[src/rtl/ddr3_arb_pkg.sv]
// ddr3_arb_pkg: shared types, constants and helpers for the DDR3 channel arbiter.
package ddr3_arb_pkg;

    // Number of requesting channels; channel ids are 2 bits wide.
    localparam int NCH = 3;

    // Arbitration policy carried in arb_mode[2:1].
    typedef enum logic [1:0] {
        ARB_FIXED = 2'b00,
        ARB_RR    = 2'b01,
        ARB_WRR   = 2'b10
    } arb_pol_e;

    // Arbiter FSM states.
    typedef enum logic [0:0] {
        IDLE  = 1'b0,
        ISSUE = 1'b1
    } arb_state_e;

    // Fallback fixed order ch0 > ch1 > ch2, highest-priority id in the LSBs.
    localparam logic [5:0] DEFAULT_ORDER = 6'b10_01_00;

    // Policy 2'b11 is reserved and behaves as fixed priority.
    function automatic arb_pol_e decode_pol(input logic [1:0] bits);
        return (bits == 2'b11) ? ARB_FIXED : arb_pol_e'(bits);
    endfunction

    // Next channel id, wrapping 2 -> 0.
    function automatic logic [1:0] next_ch(input logic [1:0] ch);
        return (ch == 2'd2) ? 2'd0 : ch + 2'd1;
    endfunction

    // A programmed weight of zero still earns one grant per turn.
    function automatic logic [3:0] eff_weight(input logic [3:0] w);
        return (w == 4'd0) ? 4'd1 : w;
    endfunction

    // A priority order is usable only if every field names a real, distinct channel.
    function automatic logic order_valid(input logic [5:0] o);
        logic [1:0] a, b, c;
        a = o[1:0];
        b = o[3:2];
        c = o[5:4];
        return (a != 2'd3) && (b != 2'd3) && (c != 2'd3) &&
               (a != b) && (a != c) && (b != c);
    endfunction

endpackage

[src/rtl/ddr3_arb_pick.sv]
// ddr3_arb_pick: combinational winner select. Walks an ordered list of channel
// ids (first entry in the LSBs) and grants the first requester; any promoted
// channel overrides the list, lowest id first.
module ddr3_arb_pick
    import ddr3_arb_pkg::*;
(
    input  logic [NCH-1:0]   req,
    input  logic [2*NCH-1:0] order,
    input  logic [NCH-1:0]   promo,
    output logic [NCH-1:0]   gnt,
    output logic [1:0]       id
);

    logic       found;
    logic [1:0] cand;

    // Priority walk: promoted channels first, otherwise the supplied order.
    always_comb begin
        gnt   = '0;
        id    = '0;
        found = 1'b0;
        cand  = '0;
        if (|promo) begin
            for (int unsigned i = 0; i < NCH; i++) begin
                if (!found && promo[i]) begin
                    found  = 1'b1;
                    gnt[i] = 1'b1;
                    id     = 2'(i);
                end
            end
        end else begin
            for (int unsigned k = 0; k < NCH; k++) begin
                cand = order[2*k +: 2];
                if (!found && (cand != 2'd3) && req[cand]) begin
                    found     = 1'b1;
                    gnt[cand] = 1'b1;
                    id        = cand;
                end
            end
        end
    end

endmodule

[src/rtl/ddr3_ch_arbiter.sv]
// ddr3_ch_arbiter: three-channel command arbiter for the DDR3 controller
// command port. Fixed priority, round robin or weighted round robin, chosen by
// arb_mode. Optional starvation guard enabled by defining ARB_STARVE_GUARD_EN.
module ddr3_ch_arbiter #(
    parameter int NCH          = 3,
    parameter int AW           = 28,
    parameter int STARVE_LIMIT = 8
) (
    input  logic              aclk,
    input  logic              areset_n,
    input  logic [2:0]        arb_mode,
    input  logic [2*NCH-1:0]  prio_set,
    input  logic [3:0]        weight0,
    input  logic [3:0]        weight1,
    input  logic [3:0]        weight2,
    input  logic [NCH-1:0]    ch_req,
    input  logic [NCH*AW-1:0] ch_addr,
    input  logic [NCH-1:0]    ch_wr,
    output logic [NCH-1:0]    ch_gnt,
    output logic              mc_vld,
    input  logic              mc_ready,
    output logic [AW-1:0]     mc_addr,
    output logic              mc_wr,
    output logic [1:0]        mc_ch,
    output logic              busy
);
    import ddr3_arb_pkg::*;

    arb_state_e       state_q;
    logic [1:0]       rr_ptr_q;
    logic [3:0]       credit_q   [NCH];
    arb_pol_e         last_pol_q;
    arb_pol_e         win_pol_q;
    logic             wrr_switch_q;
    logic             promo_win_q;
    logic [3:0]       wrr_load_q;

    arb_pol_e         pol;
    logic [3:0]       wt_eff     [NCH];
    logic [3:0]       credit_eff [NCH];
    logic             reload_all;
    logic             owner_ok;
    logic             arb_go;
    logic [2*NCH-1:0] order;
    logic [NCH-1:0]   promo;
    logic [NCH-1:0]   pick_gnt;
    logic [1:0]       pick_id;

    // Policy decode, effective weights and the credits seen by this arbitration.
    // Credits reload on the first IDLE cycle in WRR, so that cycle already uses the weights.
    always_comb begin
        pol        = decode_pol(arb_mode[2:1]);
        reload_all = (pol == ARB_WRR) && (last_pol_q != ARB_WRR);
        wt_eff[0]  = eff_weight(weight0);
        wt_eff[1]  = eff_weight(weight1);
        wt_eff[2]  = eff_weight(weight2);
        for (int unsigned i = 0; i < NCH; i++) begin
            credit_eff[i] = reload_all ? wt_eff[i] : credit_q[i];
        end
        owner_ok = ch_req[rr_ptr_q] && (credit_eff[rr_ptr_q] != 4'd0);
        arb_go   = (state_q == IDLE) && arb_mode[0] && (|ch_req);
    end

    // Build the search order for the active policy.
    // WRR: the owner leads while it may keep the grant; otherwise the search
    // starts after the owner and the owner comes last (reload if it is alone).
    always_comb begin
        order = DEFAULT_ORDER;
        case (pol)
            ARB_RR:  order = {next_ch(next_ch(rr_ptr_q)), next_ch(rr_ptr_q), rr_ptr_q};
            ARB_WRR: order = owner_ok ?
                             {next_ch(next_ch(rr_ptr_q)), next_ch(rr_ptr_q), rr_ptr_q} :
                             {rr_ptr_q, next_ch(next_ch(rr_ptr_q)), next_ch(rr_ptr_q)};
            default: order = order_valid(prio_set) ? prio_set : DEFAULT_ORDER;
        endcase
    end

    ddr3_arb_pick u_pick (
        .req   (ch_req),
        .order (order),
        .promo (promo),
        .gnt   (pick_gnt),
        .id    (pick_id)
    );

`ifdef ARB_STARVE_GUARD_EN
    localparam int WW = $clog2(STARVE_LIMIT + 1);

    logic [WW-1:0] wait_q [NCH];

    // A requester that has waited STARVE_LIMIT grants is promoted.
    always_comb begin
        for (int unsigned i = 0; i < NCH; i++) begin
            promo[i] = ch_req[i] && (wait_q[i] >= WW'(STARVE_LIMIT));
        end
    end

    // Wait counters: count grants lost while requesting, saturating at the limit.
    always_ff @(posedge aclk) begin
        if (!areset_n) begin
            for (int unsigned i = 0; i < NCH; i++) wait_q[i] <= '0;
        end else begin
            for (int unsigned i = 0; i < NCH; i++) begin
                if (!ch_req[i] || (arb_go && pick_gnt[i])) begin
                    wait_q[i] <= '0;
                end else if (arb_go && (wait_q[i] < WW'(STARVE_LIMIT))) begin
                    wait_q[i] <= wait_q[i] + 1'b1;
                end
            end
        end
    end
`else
    // No starvation guard: pure policy behaviour.
    always_comb promo = '0;
`endif

    // Grant pulse and handshake outputs.
    always_comb begin
        ch_gnt = (arb_go && areset_n) ? pick_gnt : '0;
        mc_vld = (state_q == ISSUE);
        busy   = (state_q == ISSUE);
    end

    // FSM, command capture and post-issue policy update.
    // The WRR outcome (keep owner or switch with reload) is decided at grant
    // time and committed only when the controller accepts the command.
    always_ff @(posedge aclk) begin
        if (!areset_n) begin
            state_q      <= IDLE;
            rr_ptr_q     <= '0;
            for (int unsigned i = 0; i < NCH; i++) credit_q[i] <= '0;
            last_pol_q   <= ARB_FIXED;
            win_pol_q    <= ARB_FIXED;
            wrr_switch_q <= 1'b0;
            promo_win_q  <= 1'b0;
            wrr_load_q   <= '0;
            mc_addr      <= '0;
            mc_wr        <= 1'b0;
            mc_ch        <= '0;
        end else begin
            case (state_q)
                IDLE: begin
                    last_pol_q <= pol;
                    if (reload_all) begin
                        for (int unsigned i = 0; i < NCH; i++) credit_q[i] <= wt_eff[i];
                    end
                    if (arb_go) begin
                        state_q      <= ISSUE;
                        mc_addr      <= ch_addr[pick_id*AW +: AW];
                        mc_wr        <= ch_wr[pick_id];
                        mc_ch        <= pick_id;
                        win_pol_q    <= pol;
                        wrr_switch_q <= !owner_ok;
                        wrr_load_q   <= wt_eff[pick_id];
                        promo_win_q  <= |promo;
                    end
                end
                ISSUE: begin
                    if (mc_ready) begin
                        state_q <= IDLE;
                        case (win_pol_q)
                            ARB_RR: rr_ptr_q <= next_ch(mc_ch);
                            ARB_WRR: begin
                                if (!promo_win_q) begin
                                    if (wrr_switch_q) begin
                                        rr_ptr_q <= mc_ch;
                                        for (int unsigned i = 0; i < NCH; i++) begin
                                            if (2'(i) == mc_ch) credit_q[i] <= wrr_load_q - 4'd1;
                                        end
                                    end else begin
                                        for (int unsigned i = 0; i < NCH; i++) begin
                                            if (2'(i) == rr_ptr_q) credit_q[i] <= credit_q[i] - 4'd1;
                                        end
                                    end
                                end
                            end
                            default: ;
                        endcase
                    end
                end
                default: state_q <= IDLE;
            endcase
        end
    end

endmodule

[config.mk]
export PLATFORM = sky130hd
export DESIGN_NAME = ddr3_ch_arbiter
export DESIGN_NICKNAME = d
export VERILOG_FILES = /design/src/rtl/ddr3_arb_pkg.sv /design/src/rtl/ddr3_arb_pick.sv /design/src/rtl/ddr3_ch_arbiter.sv
export SDC_FILE = /design/constraint.sdc
export NUM_CORES = 1
export LEC_CHECK = 0
export ABC_AREA = 1
export ABC_CLOCK_PERIOD_IN_PS = 4100
export CAP_MARGIN = 20
export CORE_UTILIZATION = 45
export DETAILED_ROUTE_END_ITERATION = 16
export PLACE_DENSITY = 0.88
export SYNTH_ARGS = -nofsm -noshare
export SYNTH_HDL_FRONTEND = slang
export SYNTH_SLANG_ARGS = --single-unit
[constraint.sdc]
create_clock -name aclk -period 4.1 [get_ports aclk]
set_input_delay 0.615 -clock aclk [delete_from_list [all_inputs] [get_ports aclk]]
set_output_delay 0.615 -clock aclk [all_outputs]
set_load 0.05 [all_outputs]
* After elaboration in Yosys (flattened, before gate mapping)
Memories as Yosys holds them, arrays and structs flattened.
Cells that the tools add are included.
** Word-level totals
- Memories :: 1
- Output and inout port bits :: 36
- Word-level logic and storage cells :: 202
- Bits in writable memories :: 12
- Bits of input ports :: 114
- Register bits :: 43
** Operators by class
- Shift-type cells :: 1
- Reduce and logical (&&, ||, !) cells :: 31
- Order comparisons :: 10
- Equality and inequality tests :: 23
- $add $sub $neg :: 7
- Bitwise logic cells :: 14
- Muxes and demuxes :: 105
- Multiply operators :: 1
** Memories
- credit_q :: depth 3, width 4, rd ports 3, clocked after memory_dff 0, write ports 3, line ddr3_ch_arbiter.sv:31 : logic [3:0] credit_q [NCH];
** Operators with widths (count)
- 84-bit by 8-bit variable part select with 28-bit output :: 1
- 4-bit two-way mux :: 19
- 1-bit two-way mux :: 59
- 1-bit logical AND :: 18
- 4-bit binary-select mux with 2-bit select :: 2
- 2-bit two-way mux :: 8
- 2-bit inequality test (second input constant) :: 8
- 4-bit by 1-bit subtractor with 4-bit output (second input constant) :: 4
- 2-bit by 3-bit < comparator with 1-bit output (second input constant) :: 5
- 2-bit equality test (second input constant) :: 6
- 4-bit logical NOT :: 3
- 3-bit two-way mux :: 4
- 6-bit two-way mux :: 2
- 6-bit case mux with 2 select lines :: 1
- 1-bit binary-select mux with 2-bit select :: 5
- 1-bit bitwise OR :: 9
- 2-bit by 1-bit adder with 2-bit output (second input constant) :: 3
- 1-bit demux with 2-bit select :: 3
- 2-bit by 1-bit greater-or-equal comparator with 1-bit output (second input constant) :: 3
- 3-bit greater-or-equal comparator (second input constant) :: 2
- 2-bit inequality test :: 3
- 2-bit inverter with 3-bit output :: 2
- 3-bit bitwise OR :: 2
- 2-bit by 3-bit multiplier with 5-bit output (second input constant) :: 1
- other kinds (13) :: 19

* Logic depth before layout (Yosys ltp)
Gate-level depths: netlist of the first run.
- Depth in word-level cells :: 28
- Mapped depth :: 28
- Gate-level depth less buffers :: 27

* Modules after synthesis
From an unflattened synthesis of the first run, not the netlist that was laid out.
** Second synthesis, totals
- Cells, all modules :: 580
- Area, all modules :: 3728.6 um^2
** By module, submodules not included
- ddr3_ch_arbiter :: cells each 526, seq. area each 1221.2 um^2, area an instance 3495.9 um^2, times used 1
- ddr3_arb_pick :: cells each 54, seq. area each 0.0 um^2, area an instance 232.7 um^2, times used 1

* Least setup slack after synthesis of the first run
No wires, ideal clock.
- Path type :: input to output
- Start point :: input port arb_mode[1]
- End point :: output port ch_gnt[1]
- Buffers on the path :: 1
- Setup slack :: 0.248 ns
- Stages :: 16
- Data required time :: 3.485 ns
- Arrival time :: 3.237 ns
- Path through :: inv_1 > ha_1 > nand2_1 > inv_2 > o21ai_0 > nand2_1 > nand2_2 > nand2_1 > nand2_1 > nand2_2 > a21oi_4 > nand3_2 > a21oi_2 > nand3_2 > clkbuf_1 > a21oi_1
** On the way
- Longest elaborated chain between the ends :: 25
- Elaborated cells on any way between the ends :: 54
- Classes of those cells :: order compare: 6; eq/ne: 6; mux: 27; bitwise: 2; reduce/logical: 13
** Ends and longest elaborated chain
- start, declared :: line ddr3_ch_arbiter.sv:11 : input logic [2:0] arb_mode,
- 2-bit equality test :: line ddr3_arb_pkg.sv:25 : return (bits == 2'b11) ? ARB_FIXED : arb_pol_e'(bits);
- 2-bit two-way mux (*) :: line ddr3_arb_pkg.sv:25
- 2-bit equality test :: line ddr3_ch_arbiter.sv:53, ddr3_ch_arbiter.sv:69
- 1-bit logical AND :: line ddr3_ch_arbiter.sv:53 : reload_all = (pol == ARB_WRR) && (last_pol_q != ARB_WRR);
- 4-bit two-way mux :: line ddr3_ch_arbiter.sv:58 : credit_eff[i] = reload_all ? wt_eff[i] : credit_q[i];
- 4-bit binary-select mux with 2-bit select :: line ddr3_ch_arbiter.sv:60 : owner_ok = ch_req[rr_ptr_q] && (credit_eff[rr_ptr_q] != 4'd0);
- 4-bit two-way mux (implied by the code) (2 in a row) :: line ddr3_ch_arbiter.sv:60
- 4-bit nonzero test :: line ddr3_ch_arbiter.sv:60
- 1-bit logical AND :: line ddr3_ch_arbiter.sv:60
- 6-bit two-way mux :: line ddr3_ch_arbiter.sv:71 : ARB_WRR: order = owner_ok ?
- 6-bit case mux with 2 select lines (*) :: line ddr3_ch_arbiter.sv:69 : case (pol)
- parallel branches: the longest is 11 deep, another holds 2-bit by 3-bit < comparator with 1-bit output
- 3-bit two-way mux (*) :: line ddr3_arb_pick.sv:34 : if (!found && (cand != 2'd3) && req[cand]) begin
- 3-bit two-way mux (*) :: line ddr3_ch_arbiter.sv:119 : ch_gnt = (arb_go && areset_n) ? pick_gnt : '0;
- end, declared :: line ddr3_ch_arbiter.sv:19 : output logic [NCH-1:0] ch_gnt,
Every way passes the cells marked *. The select of a mux whose other input is x is not followed.

* Final worst setup path of the first run
- Start point :: input port prio_set[5]
- End point :: output port ch_gnt[2]
** On the way
- Longest elaborated chain between the ends :: 20
- Elaborated cells on any way between the ends :: 48
- Classes of those cells :: order compare: 6; eq/ne: 6; mux: 20; bitwise: 2; reduce/logical: 14
** Ends and longest elaborated chain
- start, declared :: line ddr3_ch_arbiter.sv:12 : input logic [2*NCH-1:0] prio_set,
- 2-bit inequality test :: line ddr3_arb_pkg.sv:44 : return (a != 2'd3) && (b != 2'd3) && (c != 2'd3) &&
- 1-bit logical AND (2 in a row) :: line ddr3_arb_pkg.sv:44
- 1-bit logical AND (2 in a row) :: line ddr3_arb_pkg.sv:45 : (a != b) && (a != c) && (b != c);
- 6-bit two-way mux (*) :: line ddr3_ch_arbiter.sv:74 : default: order = order_valid(prio_set) ? prio_set : DEFAULT_ORDER;
- 6-bit case mux with 2 select lines (*) :: line ddr3_ch_arbiter.sv:69
- parallel branches: the longest is 11 deep, another holds 2-bit by 3-bit < comparator with 1-bit output
- 3-bit two-way mux (*) :: line ddr3_arb_pick.sv:34
- 3-bit two-way mux (*) :: line ddr3_ch_arbiter.sv:119
Marked as above.

==> run summary, run 1 <==
worst min path class -> reg -> reg
Yosys cell types -> 39
element type at the critical path start -> input port
first-pass GRT wire length -> 19.12 mm
post-DR wirelength/cell -> 13.91 um
Reg clk slew, reported paths -> 0.09 ns
most area-consuming cells after synthesis -> nand2_1 (26%), dfxtp_1 (21%), edfxtp_1 (9.0%)
clk_skew -> 0.009736 ns
share of the synthesized area in the top cell type -> 25.84%
Mapped Avg Cell Area -> 6.225 um2
Sink Count -> 55
PwrDens -> 318.9 nW/um2
DR DRC count -> 0
CP Data Required Time -> 3.48 ns
top sig layer -> met4
Num CTS Buffers -> 5
largest area contributor in the netlist -> nand2_1
PortBufs -> 149
Initial Utilization -> 46.19%
via count -> 4,681
Via density -> 5.195
post-layout min period -> 3.909 ns
Tightest Pin Transition -> 0.6568 ns
MaxCap Viol Count -> 0
met2 WL -> 6.311 mm
ANT cells -> 0
critical path endpoint category -> output port
TritonRoute pass-1 iters -> 5
Area after DPL -> 5659 um2
arrival time at the worst endpoint -> 3.29 ns
Slew HR -> 56.11%
Die Footprint -> 9290 um2
final net count -> 913
Seq/Total Area, Yosys -> 30.46%
Syn Inst Count -> 644
Ports -> 150
CTS Hold Bufs -> 0
synthesized net count -> 765
antenna violations before repair -> 0
All-Layer GR Usage -> 26.32%
WL met1 -> 4.982 mm
WHS -> 0.4535 ns
GP Congestion -> 1.052
CTS tree -> done
htree depth -> 2
core footprint -> 8678 um2
DPL Wire Length -> 9.739 mm
chip width -> 96.39 um
commonest non-fill, non-tap cells in the layout -> nand2_1 (273), clkdlybuf4s50_1 (146), inv_1 (56)
largest net degree at the start of global routing -> 35
routed length on met3 -> 976 um
Die H -> 96.39 um
Peak supply drop -> 172.8 uV
Crit Path Max Fanout -> 8
vias in the first global route -> 4,117
GRT overflow -> 0
status -> finished, final reports clean
Root Driver -> clkbuf_8
most common cell after layout, fill and taps aside -> nand2_1
Peak Freq -> 255.8 MHz
Synth warnings -> 0
leakage power -> 2.770 nW
Finish-stage setup viols -> 0
fin. max-slew vios -> 0
share of cells above drive strength 1 -> 10.72%
Post-DRT Antenna Nets -> 0
kind of critical path -> in -> out
DR iter-0 viols -> 219
row count -> 34
synthesized area -> 4009 um2
Final Util -> 66.65%
Final Instance Area -> 5784 um2
Routed WL -> 12.53 mm
Area Overhead vs Synth -> 44.29%
Hold Fails Final Rpt -> 0
Seq cells post-synth -> 55
Worst-Skew Late Latency -> 0.31 ns
period utilization -> 95.35%
clock buffer depth -> 2
## state kept, by name (all words and copies together) (netlist names)
| name | flops |
|---|---|
| busy | 1 |
| credit_q | 12 |
| last_pol_q | 2 |
| mc_addr | 28 |
| mc_ch | 2 |
| mc_wr | 1 |
| rr_ptr_q | 2 |
| win_pol_q | 2 |
| wrr_load_q | 4 |
| wrr_switch_q | 1 |
## path summary, 6_finish.rpt
check | cells after the start | to | slack [ns] | startpoint
worst max-delay path | 16 | ch_gnt[2] | 0.19 | prio_set[5]
worst min-delay path | 2 | last_pol_q[0] | 0.45 | last_pol_q[0]
worst max register to register | 23 | mc_addr[6] | 0.93 | rr_ptr_q[0]
worst min register to register | 2 | last_pol_q[0] | 0.45 | last_pol_q[0]
## Yosys cell counts (all sizes together)
library cell,count
o221ai,3
xor2,1
a211oi,5
a32oi,2
ha,7
a31oi,3
dfxtp,43
inv,64
clkbuf,13
a21oi,28
nand3,58
xnor2,5
o311ai,1
nor2,32
nor3,7
o31ai,1
buf,12
nand4,3
edfxtp,12
nand3b,9
o21ai,27
o211ai,1
nand2,307
## cells by family (layout without fill, tap and decap cells)
group | Yosys count | after routing | share of synthesized area (%)
buf+inv | 89 | 238 | 9.832
flops | 55 | 55 | 30.46
simple gates | 416 | 416 | 45.47
fa+ha+maj | 7 | 7 | 2.185
compound gates | 71 | 71 | 10.74
xor+xnor | 6 | 6 | 1.311
## power breakdown
part / leakage, nW / switching (mW) / internal [mW]
clock network: 0.0403 / 0.177 / 0.117
logic: 2.25 / 0.539 / 0.355
registers: 0.480 / 0.0401 / 0.615
## layout make-up
type                       count  area [um2]
clock buffer                   6       72.57
clock inverter                 2       7.507
tap                          108       135.1
multi-input combinational    500        2441
fill                         770        2894
timing repair buffer         166        1662
sequential                    55        1221
inverter                      64       245.2
## worst max-delay path, cell delays in order
cell and delay, ns:
clkdlybuf4s50_1 0.52, inv_2 0.06, nand2_1 0.07, a21oi_1 0.07, a211oi_1 0.27, nand2_1 0.17
o21ai_1 0.33, nand3_1 0.15, nand2_1 0.10, nand2_2 0.09, a21oi_4 0.18, nand2_2 0.09
o21ai_4 0.22, inv_6 0.09, nor2_8 0.10, buf_12 0.14
## through the flow
step                std cells   TNS, ns  total power, mW  setup WS, ns
floorplan                 644         0            1.215        0.2481
finish                    901         0            1.844        0.1905
detailed placement        891         0            1.545       0.05750
CTS                       899         0            1.833       0.04714
global placement          891         0            1.521        0.1302
global route              901  -0.01060            1.952      -0.01060
## repair_timing
item / 4_1_cts / 5_1_grt
setup endpoints to repair: 0 / 10
buffers inserted: 0 / 2
resized for setup: 0 / 9
## routing by layer
layer	track usage (%)	vias up
li1	-	2349
met1	31.54	2105
met2	48.64	202
met3	4.930	25
met4	5.637	0
met5	0	-
Note: power is estimated with default switching activity, not from simulation.
==> run 2, diff against run 1 <==
ABC_CLOCK_PERIOD_IN_PS = default   (was 4100)
==> results of run 2 <==
Same layout as run 1: the final DEF is identical, and so are final timing and power.
